[src/rtl/turn_pkg.sv]
// Shared definitions for the turn-signal input conditioner: playback FSM
// encoding and ROM entry bit positions.
package turn_pkg;

  typedef enum logic [1:0] {
    MANUAL    = 2'd0,
    FETCH     = 2'd1,
    WAIT_DATA = 2'd2,
    HOLD      = 2'd3
  } state_e;

  localparam int unsigned MEM_HAZARD = 0;
  localparam int unsigned MEM_TURN   = 1;
  localparam int unsigned MEM_SIDE   = 2;

endpackage

[src/rtl/sync_debounce.sv]
// Two-flop synchroniser followed by a tick-counted debouncer for one raw input.
module sync_debounce #(
  parameter logic        RESET_VAL      = 1'b0,
  parameter int unsigned DEBOUNCE_TICKS = 8
) (
  input  logic clk,
  input  logic reset_n,
  input  logic tick,
  input  logic raw,
  output logic stable
);

  localparam int unsigned CntW = $clog2(DEBOUNCE_TICKS);
  localparam logic [CntW-1:0] CntMax = CntW'(DEBOUNCE_TICKS - 1);

  logic            meta_q;
  logic            sync_q;
  logic            stable_q;
  logic [CntW-1:0] cnt_q;

  always_ff @(posedge clk) begin
    if (!reset_n) begin
      meta_q   <= RESET_VAL;
      sync_q   <= RESET_VAL;
      stable_q <= RESET_VAL;
      cnt_q    <= '0;
    end else begin
      meta_q <= raw;
      sync_q <= meta_q;
      if (sync_q == stable_q) begin
        cnt_q <= '0;
      end else if (tick) begin
        // Flip only on the tick that completes a full run of differing ticks.
        if (cnt_q == CntMax) begin
          stable_q <= ~stable_q;
          cnt_q    <= '0;
        end else begin
          cnt_q <= cnt_q + 1'b1;
        end
      end
    end
  end

  assign stable = stable_q;

endmodule

[src/rtl/turn_input_conditioner.sv]
// Selects debounced manual switches or ROM playback as the hazard/turn/side
// levels for the tail-light state machine, and flags any level change.
module turn_input_conditioner #(
  parameter int unsigned DEBOUNCE_TICKS = 8,
  parameter int unsigned STEP_TICKS     = 16,
  parameter int unsigned ADDR_W         = 2
) (
  input  logic              clk,
  input  logic              reset_n,
  input  logic              tick,
  input  logic              sw_hazard,
  input  logic              sw_turn,
  input  logic              key_side,
  input  logic              sw_playback,
  output logic [ADDR_W-1:0] mem_addr,
  input  logic [7:0]        mem_data,
  output logic              hazard,
  output logic              turn,
  output logic              side,
  output logic              changed
);

  import turn_pkg::*;

  localparam int unsigned HoldW = $clog2(STEP_TICKS + 1);
  localparam logic [HoldW-1:0] HoldMax = HoldW'(STEP_TICKS - 1);

  logic [2:0] db;
  logic       pb_meta_q, pb_sync_q;

  state_e            state_q, state_d;
  logic [ADDR_W-1:0] addr_q, addr_d;
  logic [HoldW-1:0]  hold_q, hold_d;
  logic [2:0]        lvl_q, lvl_d;
  logic              changed_q, changed_d;

  logic unused_mem_bits;
  assign unused_mem_bits = ^mem_data[7:3];

  sync_debounce #(.RESET_VAL(1'b0), .DEBOUNCE_TICKS(DEBOUNCE_TICKS)) u_db_hazard (
    .clk(clk), .reset_n(reset_n), .tick(tick), .raw(sw_hazard), .stable(db[MEM_HAZARD])
  );
  sync_debounce #(.RESET_VAL(1'b0), .DEBOUNCE_TICKS(DEBOUNCE_TICKS)) u_db_turn (
    .clk(clk), .reset_n(reset_n), .tick(tick), .raw(sw_turn), .stable(db[MEM_TURN])
  );
  sync_debounce #(.RESET_VAL(1'b1), .DEBOUNCE_TICKS(DEBOUNCE_TICKS)) u_db_side (
    .clk(clk), .reset_n(reset_n), .tick(tick), .raw(key_side), .stable(db[MEM_SIDE])
  );

  always_comb begin
    state_d = state_q;
    addr_d  = addr_q;
    hold_d  = hold_q;
    case (state_q)
      MANUAL: begin
        if (pb_sync_q) begin
          state_d = FETCH;
          addr_d  = '0;
        end
      end
      FETCH:     state_d = WAIT_DATA;
      WAIT_DATA: begin
        state_d = HOLD;
        hold_d  = '0;
      end
      HOLD: begin
        if (tick) begin
          if (hold_q == HoldMax) begin
            hold_d  = '0;
            addr_d  = addr_q + 1'b1;
            state_d = FETCH;
          end else begin
            hold_d = hold_q + 1'b1;
          end
        end
      end
      default: state_d = MANUAL;
    endcase
    // Leaving playback overrides any step completing on the same edge.
    if (state_q != MANUAL && !pb_sync_q) begin
      state_d = MANUAL;
      addr_d  = '0;
      hold_d  = '0;
    end
  end

  // The output register doubles as the playback register: it is loaded from
  // the ROM in WAIT_DATA and otherwise held until playback ends.
  always_comb begin
    lvl_d = lvl_q;
    if (state_d == MANUAL) begin
      lvl_d = db;
    end else if (state_q == WAIT_DATA) begin
      lvl_d[MEM_HAZARD] = mem_data[MEM_HAZARD];
      lvl_d[MEM_TURN]   = mem_data[MEM_TURN];
      lvl_d[MEM_SIDE]   = mem_data[MEM_SIDE];
    end
    changed_d = (lvl_d != lvl_q);
  end

  always_ff @(posedge clk) begin
    if (!reset_n) begin
      pb_meta_q <= 1'b0;
      pb_sync_q <= 1'b0;
      state_q   <= MANUAL;
      addr_q    <= '0;
      hold_q    <= '0;
      lvl_q     <= 3'b100;
      changed_q <= 1'b0;
    end else begin
      pb_meta_q <= sw_playback;
      pb_sync_q <= pb_meta_q;
      state_q   <= state_d;
      addr_q    <= addr_d;
      hold_q    <= hold_d;
      lvl_q     <= lvl_d;
      changed_q <= changed_d;
    end
  end

  assign mem_addr = addr_q;
  assign hazard   = lvl_q[MEM_HAZARD];
  assign turn     = lvl_q[MEM_TURN];
  assign side     = lvl_q[MEM_SIDE];
  assign changed  = changed_q;

endmodule

[config.mk]
export PLATFORM = sky130hd
export DESIGN_NAME = turn_input_conditioner
export DESIGN_NICKNAME = d
export VERILOG_FILES = /design/src/rtl/turn_pkg.sv /design/src/rtl/sync_debounce.sv /design/src/rtl/turn_input_conditioner.sv
export SDC_FILE = /design/constraint.sdc
export NUM_CORES = 1
export LEC_CHECK = 0
export BUFFER_PORTS_ARGS = -buffer_cell sky130_fd_sc_hd__buf_2
export CORE_MARGIN = 1
export CORE_UTILIZATION = 40
export CTS_CLUSTER_SIZE = 25
export DETAILED_ROUTE_END_ITERATION = 16
export PLACE_DENSITY = 0.63
export SKIP_LAST_GASP = 1
export SLEW_MARGIN = 10
export SYNTH_ARGS = -nofsm -noshare
export SYNTH_HDL_FRONTEND = slang
export SYNTH_SLANG_ARGS = --single-unit
[constraint.sdc]
create_clock -name clk -period 2.45 [get_ports clk]
set_input_delay 0.245 -clock clk [delete_from_list [all_inputs] [get_ports clk]]
set_output_delay 0.245 -clock clk [all_outputs]
set_load 0.01 [all_outputs]
==> results of run 1 <==
-- layer usage --
layer	wire (um)	global-route usage, %	vias to the layer above
met2	1360	25.5	23
met3	97	7.12	4
met1	1160	15.5	539
met5	0	0	-
met4	19	5.52	0
li1	-	-	573
-- how the worst max path moves through the flow --
stage                          endpoint  cells after the start
6_report       mem_addr[0]$_SDFFE_PP0P_                      4
3_3_place_gp   mem_addr[0]$_SDFFE_PP0P_                      4
5_1_grt        mem_addr[0]$_SDFFE_PP0P_                      4
4_1_cts        mem_addr[0]$_SDFFE_PP0P_                      4
2_1_floorplan  mem_addr[0]$_SDFFE_PP0P_                      4
3_5_place_dp   mem_addr[0]$_SDFFE_PP0P_                      4
-- state kept, by name, indices dropped and copies added, names as in the netlist --
name,count
changed,1
hold_q,5
lvl_q,3
mem_addr,2
pb_meta_q,1
pb_sync_q,1
state_q,2
u_db_hazard.cnt_q,3
u_db_hazard.meta_q,1
u_db_hazard.stable,1
u_db_hazard.sync_q,1
u_db_side.cnt_q,3
u_db_side.meta_q,1
u_db_side.stable,1
u_db_side.sync_q,1
u_db_turn.cnt_q,3
u_db_turn.meta_q,1
u_db_turn.stable,1
u_db_turn.sync_q,1
-- power breakdown --
| part | internal [mW] | switching [mW] |
|---|---|---|
| Clock | 0.316 | 0.185 |
| Combinational | 0.0223 | 0.0251 |
| Sequential | 0.546 | 0.00812 |
-- kinds of logic after synthesis --
logic type	synth area share, %
DFF	45.1
muxes	9.64
xor gates and xnor gates	5.97
and+or+nand+nor	21.8
adders and majority gates	5.97
buffers and inverters	2.47
AOI/OAI and AO/OA	9.04
-- stage by stage --
stage	std cells	utilization [%]
finish	215	49.0
detailed placement	207	46.0
floorplan	151	-
global route	215	49.0
global placement	207	46.0
CTS	215	49.0
-- cell usage in the layout, fill, tap and decap left out, types with 2 or more instances in the layout --
cell	count
a21oi_1	7
clkbuf_4	5
and2_1	7
nor2b_1	2
o21ai_0	4
xnor2_1	4
dfxtp_1	33
nand4_1	3
ha_1	7
bufinv_16	2
nand3_1	3
nand2_1	10
nand2b_1	2
xor2_1	6
buf_2	15
nand4b_1	3
or4_1	2
inv_1	2
a211oi_1	2
nor2_1	19
mux2i_1	13
-- cell type report --
cell class,count,share of cell area (%)
inverter,2,0.449
clock buffer,5,2.24
multi-input combinational,111,46.0
timing repair buffer,15,4.49
tap,46,3.44
clock inverter,3,3.89
sequential,33,39.5
==> results_dict.tcl, run 1 <==
set metrics [dict create \
    outcome "complete, no violations" \
    timing_worst_slew_pin_value_ns 0.446 \
    synth-async-reset-ratio_pct 0 \
    fp.dieArea_um2 3910 \
    synth_edf_count 0 \
    reg2regPathDepth 4 \
    portBuffers 15 \
    syn_area_per_cell_um2 9.71 \
    critPathTopFamily "simple AND/OR/NAND/NOR gates" \
    fillerInstances 346 \
    worst_hold_path.num_cells 2 \
    fin_crit_sh_pct 67.2 \
    timing.slew.headroom_pct 70.1 \
    synth_fp_nets 173 \
    postSynth.topFlopCell "dfxtp_1" \
    fp.dieH_um 62.5 \
    max-vdd-ir-drop_v 0.000310 \
    total_of_endpoints_with_negative_setup_slack_in_the_final_report 0 \
    ys_ff_latch 33 \
    effective_utilization_at_floorplan_pct 42.9 \
    fin_worst_skew_ns 0.00757 \
    hold_crit_class "primary input to flip-flop" \
    detailedRoute.firstIterationViolations 133 \
    post-route-worst-setup-slack_ns 0.804 \
    floorplan.rows 21 \
    slew_viol_final 0 \
    track_usage_pct 14.8 \
    synth-seq-area-share_pct 45.1 \
    critical_path.cell_chain "ha_1 -> nand4_1 -> or4_1 -> o311a_1" \
    dp_slack_ns 0.740 \
    r2r_slack_ns 0.80 \
    fmaxAchievable_mhz 607 \
    multiInputGateArea_um2 769 \
    dr_total_vias 1139 \
    hold_viol 0 \
    whs_endpoint "u_db_side.meta_q$_SDFF_PN1_" \
    cts.root.buffer_cell "clkbuf_4" \
    floorplan.die.width_um 62.5 \
    mappedNetlistArea_um2 1470 \
    crit_path_max_fanout 5 \
    yosysMostFrequentCell "dfxtp_1" \
    cts_num_sinks 33 \
    cp_num_buf_inv 0 \
    setup_tns_ns 0 \
    fin_worst_hold_slack_ns 0.0872 \
    cts_resized 0 \
    crit-reg2reg-launch "hold_q[0]$_SDFFE_PP0P_" \
    tritoncts_clock_tree "done" \
    cts_max_level 2 \
    synth_commonest_cells "dfxtp_1 (33), nor2_1 (19), mux2i_1 (13)" \
    design_area_um2 1670 \
    clk_pin_slew_worst_paths_ns 0.10 \
    report.power.total_mw 1.10 \
    critical_path_required_ns 2.67 \
    antennaDiodeCount 0 \
    wire_per_inst_um 12.2 \
    layout-area-overhead-vs-synth_pct 14.1 \
    route.antenna.remaining_nets 0 \
    synth.top_cell.area_share_pct 45.1 \
    remaining_drc_errors 0 \
    worst_min_path_start "key_side" \
    clk_latency_ns 0.33 \
    wire_length_of_the_first_global_routing_pass_um 4490 \
    first_global_vias 1042 \
    critical_path.reg2reg.endpoint "mem_addr[0]$_SDFFE_PP0P_" \
    critPathMaxStageDelay_ns 0.57 \
    synth_cell_types 38 \
    boundaryPins 21 \
    synthDominantAreaCellType "dfxtp_1" \
    global_route.overflow_total 0 \
    ys_top_cells_by_area "dfxtp_1 (45%), mux2i_1 (8.9%), ha_1 (6.0%)" \
    vias_per_cell 5.30 \
    synthCells 151 \
    critPathKind "flip-flop to flip-flop" \
    worstSetupStartpoint "hold_q[0]$_SDFFE_PP0P_" \
    drt_pre_antenna_iters 4 \
    worst_setup_path_end_kind "flip-flop" \
    maxcap_violations 0 \
    finish.net_count 190 \
    critical_path.startpoint_type "flip-flop" \
    postPlaceCellArea_um2 1570 \
    grt_start_max_net_pins 21 \
    sequential_cell_area_um2 661 \
    cp_slowest_cell "or4_1" \
    total_leakage_power_nw 0.692 \
    period_minus_slack_ns 1.65 \
    postCtsSetupRepairBufs 0 \
    power_density_nw_per_um2 659 \
    clock_path_buffers 2 \
    ys.warnings.count 0 \
    tritoncts.num_buffers 5 \
    detailedPlacementHpwl_um 1860 \
    rsz_0062_raised_after_global_routing "false" \
    post_route_cells_drive_above_1_share_pct 15.4 \
    floorplan.core_area_um2 3420 \
    routed_wirelength_um 2630 \
    cp_data_arrival_time_ns 1.87 \
    gp_congestion 0.733 \
    holdBufCountCts 0 \
    grt_antenna_before_repair 0 \
]
Power figures use the tool's default switching activity.
==> inputs of run 2 (changes only) <==
- PLACE_DENSITY: 0.63 -> 0.65
- clock period: 2.45 -> 1.45 ns (I/O delays scaled with it)
==> run 2 against run 1 <==
Net effect:
- sequential share of layout area decreased by 0.72 points
- first-iteration DRC count decreased by 43%
- global-route usage increased by 0.78 points
- critical path type unchanged
==> results_dict.tcl, run 2 (synthesis results as in run 1) <==
set metrics [dict create \
    power_density_nw_per_um2 888 \
    route.antenna.remaining_nets 0 \
    max-vdd-ir-drop_v 0.000696 \
    total_leakage_power_nw 0.715 \
    portBuffers 15 \
    effective_utilization_at_floorplan_pct 42.9 \
    fin_worst_skew_ns 0.00689 \
    critical_path.startpoint_type "flip-flop" \
    tritoncts_clock_tree "done" \
    critical_path_required_ns 1.72 \
    fin_crit_sh_pct 95.1 \
    outcome "complete, no violations" \
    commonest_non_fill_non_tap_cells_in_the_layout "dfxtp_1 (29), nor2_1 (19), buf_2 (15)" \
    grt_antenna_before_repair 0 \
    wire_per_inst_um 12.1 \
    critPathKind "flip-flop to flip-flop" \
    clk_pin_slew_worst_paths_ns 0.11 \
    total_of_endpoints_with_negative_setup_slack_in_the_final_report 0 \
    fp.dieH_um 62.5 \
    critical_path.cell_chain "ha_2 -> nand4_1 -> or4_1 -> a21oi_2" \
    worst_min_path_start "sw_playback" \
    worst_setup_path_end_kind "flip-flop" \
    tritoncts.num_buffers 5 \
    maxcap_violations 0 \
    detailedPlacementHpwl_um 1980 \
    slew_viol_final 0 \
    period_minus_slack_ns 1.38 \
    floorplan.die.width_um 62.5 \
    worstSetupStartpoint "hold_q[1]$_SDFFE_PP0P_" \
    cts_max_level 2 \
    critPathTopFamily "simple AND/OR/NAND/NOR gates" \
    cp_num_buf_inv 0 \
    global_route.overflow_total 0 \
    rsz_0062_raised_after_global_routing "false" \
    vias_per_cell 5.08 \
    routed_wirelength_um 2710 \
    timing.slew.headroom_pct 65.7 \
    critPathMaxStageDelay_ns 0.54 \
    antennaDiodeCount 0 \
    clk_latency_ns 0.33 \
    layout-area-overhead-vs-synth_pct 17.1 \
    remaining_drc_errors 0 \
    finish.net_count 200 \
    largest-register "hold_q" \
    crit-reg2reg-launch "hold_q[1]$_SDFFE_PP0P_" \
    gp_congestion 0.789 \
    layout.core_utilization_pct 50.3 \
    most_common_cell_after_layout_fill_and_taps_aside "dfxtp_1" \
    timing_worst_slew_pin_value_ns 0.511 \
    detailedRoute.firstIterationViolations 76 \
    hold_crit_class "primary input to flip-flop" \
    cts.root.buffer_cell "clkbuf_4" \
    cts_num_sinks 33 \
    grt_start_max_net_pins 20 \
    crit_path_max_fanout 3 \
    wire_length_of_the_first_global_routing_pass_um 4800 \
    setup_tns_ns 0 \
    fmaxAchievable_mhz 725 \
    fp.dieArea_um2 3910 \
    cp_slowest_cell "or4_1" \
    fin_worst_hold_slack_ns 0.0172 \
    boundaryPins 21 \
    clock_path_buffers 2 \
    cp_data_arrival_time_ns 1.64 \
    floorplan.rows 21 \
    fillerInstances 333 \
    floorplan.core_area_um2 3420 \
    dr_total_vias 1142 \
    largest_register_ff_count 5 \
    first_global_vias 1160 \
    drt_pre_antenna_iters 4 \
    hold_viol 0 \
    post_route_cells_drive_above_1_share_pct 22.3 \
    track_usage_pct 15.6 \
]
## run 2: cell count changes in the layout (fill, tap and decap cells not counted), sizes merged
cell | before | now
dlygate4sd3 | 0 | 2
buf | 15 | 23
clkinv | 1 | 2
clkinvlp | 0 | 1
bufinv | 2 | 0
## run 2: through the flow
step | setup WS (ns) | std cells | power [mW] | cell area, um2
5_1_grt | 0.00960 | 225 | 1.60 | 1720
6_report | 0.0712 | 225 | 1.52 | 1720
4_1_cts | 0.00469 | 225 | 1.55 | 1710
3_3_place_gp | 0.00792 | 214 | 1.04 | 1620
2_1_floorplan | 0.00800 | 151 | 1.01 | 1470
3_5_place_dp | -0.0463 | 214 | 1.04 | 1620
## run 2: cell type report
type	instances	area (um2)	share of cell area, %
clock inverters	3	17.5	1.02
multi-input cells	111	776	45.2
well taps	46	57.6	3.35
repair buffers	25	155	9.04
flip-flops and latches	33	666	38.8
clock buffers	5	37.5	2.19
inverters	2	7.51	0.437
## run 2: worst reg2reg max path: cells and delay by family (launching register included)
kind                       cells  cell delay (ns)
DFF                            1             0.35
adders and majority gates      1             0.18
and+or+nand+nor                2             0.67
AOI/OAI and AO/OA              1             0.12
## run 2: where the power goes
part / total [mW] / switching [mW] / internal [mW]
registers: 0.932 / 0.00995 / 0.922
clock network: 0.499 / 0.317 / 0.183
logic: 0.0933 / 0.0483 / 0.0450
total: 1.52 / 0.375 / 1.15
## run 2: final timing paths
| kind | to | slack, ns | depth (start not counted) |
|---|---|---|---|
| hold reg to reg | u_db_side.sync_q$_SDFF_PN1_ | 0.43 | 1 |
| setup reg to reg | mem_addr[1]$_SDFFE_PP0P_ | 0.07 | 4 |
| hold / removal | pb_meta_q$_SDFF_PN0_ | 0.02 | 2 |
| setup / recovery | mem_addr[1]$_SDFFE_PP0P_ | 0.07 | 4 |
## run 2: metal layers
layer  routed length (um)  GRT usage [%]
met1                 1210           16.0
met2                 1390           28.7
met3                   78           4.38
met4                   32           7.56
met5                    0              0
## run 2: timing repair
action / CTS / global route
hold buffers: 2 / 0
hold endpoints to repair: 2 / 0
setup buffers: 1 / 0
gates resized for setup: 1 / 5
pin swaps: 0 / 1
endpoints found under the setup margin: 1 / 3
==> inputs of run 3 (changes only) <==
--- a/config.mk
+++ b/config.mk
@@ -6,4 +6,5 @@
 export NUM_CORES = 1
 export LEC_CHECK = 0
+export ABC_CLOCK_PERIOD_IN_PS = 1450
 export BUFFER_PORTS_ARGS = -buffer_cell sky130_fd_sc_hd__buf_2
 export CORE_MARGIN = 1
@@ -16,3 +17,4 @@
 export SYNTH_ARGS = -nofsm -noshare
 export SYNTH_HDL_FRONTEND = slang
+export SYNTH_HIERARCHICAL = 1
 export SYNTH_SLANG_ARGS = --single-unit
==> constraint.sdc (replaced) <==
create_clock -name clk -period 1.45 [get_ports clk]
set_input_delay 0.0725 -clock clk [delete_from_list [all_inputs] [get_ports clk]]
set_output_delay 0.0725 -clock clk [all_outputs]
set_load 0.01 [all_outputs]
==> run 3 against run 2 <==
Net effect:
- sequential share of layout area shrank 2.7 points
- synthesized cell count is 2.0% lower
- first-iteration DRC count shrank 33%
- combinational power is 20% higher
- clock-buffer cell count rose by 1
- largest cell class unchanged
==> results_dict.tcl, run 3 <==
set metrics [dict create \
    floorplan.rows 22 \
    fmaxAchievable_mhz 723 \
    r2r_slack_ns 0.07 \
    floorplan.core_area_um2 3660 \
    layout.core_utilization_pct 50.0 \
    grt_antenna_before_repair 0 \
    tritoncts_clock_tree "done" \
    synth-seq-area-share_pct 43.5 \
    report.power.total_mw 1.70 \
    critical_path.cell_chain "nor2b_4 -> mux2_1 -> a211o_1" \
    synthDominantAreaCellType "dfxtp_1" \
    detailedPlacementHpwl_um 2160 \
    fp.dieArea_um2 4050 \
    commonest_non_fill_non_tap_cells_in_the_layout "dfxtp_1 (33), buf_2 (15), a21oi_1 (9)" \
    max-vdd-ir-drop_v 0.000581 \
    ys_top_cells_by_area "dfxtp_1 (43%), ha_1 (5.8%), xnor2_1 (3.5%)" \
    total_leakage_power_nw 0.717 \
    timing_worst_slew_pin_value_ns 0.337 \
    synth_fp_nets 170 \
    detailedRoute.firstIterationViolations 51 \
    mappedNetlistArea_um2 1520 \
    route.antenna.remaining_nets 0 \
    post_route_cells_drive_above_1_share_pct 23.3 \
    critical_path.startpoint_type "flip-flop" \
    floorplan.die.width_um 63.7 \
    total_of_endpoints_with_negative_setup_slack_in_the_final_report 0 \
    portBuffers 15 \
    grt_start_max_net_pins 18 \
    effective_utilization_at_floorplan_pct 41.5 \
    fin_crit_sh_pct 95.4 \
    worst_setup_path_end_kind "flip-flop" \
    vias_per_cell 5.28 \
    gr-usage-met2_pct 29.3 \
    syn_area_per_cell_um2 10.3 \
    remaining_drc_errors 0 \
    cts_num_sinks 33 \
    globalRoute.busiestLayer "met2" \
    critPathKind "flip-flop to flip-flop" \
    timing.slew.headroom_pct 77.4 \
    critical_path.reg2reg.endpoint "lvl_q[2]$_SDFF_PN1_" \
    synth.top_cell.area_share_pct 43.5 \
    wire_length_of_the_first_global_routing_pass_um 5140 \
    clk_pin_slew_worst_paths_ns 0.06 \
    ys.warnings.count 6 \
    crit_path_end "lvl_q[2]$_SDFF_PN1_" \
    crit-reg2reg-launch "state_q[1]$_SDFF_PN0_" \
    wire_per_inst_um 12.8 \
    dr_total_vias 1203 \
    cp_data_arrival_time_ns 1.55 \
    synthCells 148 \
    hold_crit_class "primary input to flip-flop" \
    hold_viol 0 \
    cp_slowest_cell "dfxtp_1" \
    most_common_cell_after_layout_fill_and_taps_aside "dfxtp_1" \
    postCtsSetupRepairBufs 0 \
    setup_tns_ns 0 \
    clk_latency_ns 0.28 \
    use_met1_pct 17.6 \
    antennaDiodeCount 0 \
    boundaryPins 21 \
    postPlaceCellArea_um2 1690 \
    slew_viol_final 0 \
    synth_cell_types 42 \
    synth-async-reset-ratio_pct 0 \
    postSynth.topFlopCell "dfxtp_1" \
    largest-register "hold_q" \
    global_route.overflow_total 0 \
    ys_ff_latch 33 \
    fin_worst_skew_ns 0.00546 \
    post-route-worst-setup-slack_ns 0.0662 \
    critical_path_required_ns 1.62 \
    synth_edf_count 0 \
    first_global_vias 1212 \
    reg2regPathDepth 3 \
    dp_slack_ns 0.00767 \
    cts.root.buffer_cell "clkbuf_8" \
    rsz_0062_raised_after_global_routing "true" \
    outcome "complete, no violations" \
    synth_commonest_cells "dfxtp_1 (33), a21oi_1 (9), nand2b_1 (8)" \
    design_area_um2 1830 \
    track_usage_pct 16.6 \
    finish.net_count 201 \
    cts_max_level 2 \
    worstSetupStartpoint "state_q[1]$_SDFF_PN0_" \
    layout-area-overhead-vs-synth_pct 20.4 \
    gp_congestion 0.736 \
    crit_path_max_fanout 8 \
    power_density_nw_per_um2 927 \
    maxcap_violations 0 \
    routed_wirelength_um 2910 \
    period_minus_slack_ns 1.38 \
    clock_path_buffers 2 \
    critPathMaxStageDelay_ns 0.47 \
    fp.dieH_um 63.7 \
    global_route.usage.met3_pct 5.07 \
    drt_pre_antenna_iters 4 \
    tritoncts.num_buffers 5 \
    yosysMostFrequentCell "dfxtp_1" \
    largest_register_ff_count 5 \
    worst_hold_path.num_cells 2 \
]
run 3: cell count changes after synthesis, moves of 3 or more:
| cell | change |
|---|---|
| nor2_1 | -15 |
| nand2_1 | -9 |
| mux2i_1 | -8 |
| nand2b_1 | +6 |
| a211oi_1 | +3 |
| a211oi_2 | +3 |
| inv_1 | +3 |
| nor3_1 | +3 |
| or3b_1 | +3 |
run 3: final cells by class:
class / instances / area (um2)
clock buffer: 6 / 72.6
clock inverter: 2 / 10.0
fill: 331 / 1830
inverter: 5 / 18.8
multi-input combinational: 108 / 841
sequential: 33 / 661
tap: 48 / 60.1
timing repair buffer: 26 / 168
run 3: worst min path at each step:
| stage | from | end |
|---|---|---|
| 3_5_place_dp | key_side | u_db_side/meta_q$_SDFF_PN1_ |
| 2_1_floorplan | reset_n | u_db_side/meta_q$_SDFF_PN1_ |
| 4_1_cts | reset_n | u_db_side/meta_q$_SDFF_PN1_ |
| 6_report | reset_n | u_db_side/meta_q$_SDFF_PN1_ |
| 3_3_place_gp | key_side | u_db_side/meta_q$_SDFF_PN1_ |
| 5_1_grt | reset_n | u_db_side/sync_q$_SDFF_PN1_ |
run 3: per-layer routing:
| layer | wire length (um) | up-vias |
|---|---|---|
| met3 | 126 | 8 |
| met5 | 0 | - |
| met1 | 1340 | 566 |
| li1 | - | 606 |
| met2 | 1380 | 23 |
| met4 | 66 | 0 |
run 3: kinds of logic after synthesis:
family | synth area share [%]
fa+ha+maj | 5.76
buf+inv | 2.22
mux | 4.03
xor+xnor | 5.76
compound gates | 16.2
flops | 43.5
simple gates | 22.6
run 3: power breakdown:
part,internal (mW),total (mW),switching (mW)
Combinational,0.0541,0.112,0.0577
Clock,0.332,0.652,0.320
Sequential,0.923,0.933,0.0108
run 3: through the flow:
step	hold WS [ns]	std cells
finish	0.123	228
global route	0.138	228
CTS	0.118	228
detailed placement	0.261	216
global placement	0.253	216
floorplan	0.146	148
run 3: repair_timing:
action                                  CTS  global route
resized for setup                         1             2
endpoints found under the setup margin    1             2
hold buffers                              4             0
hold endpoints to repair                  4             0
run 3: worst max-delay path: cells and delay by family (launching register included):
| family | cells | cell delay (ns) |
|---|---|---|
| DFF | 1 | 0.47 |
| muxes | 1 | 0.32 |
| AOI/OAI and AO/OA | 1 | 0.28 |
| and+or+nand+nor | 1 | 0.21 |
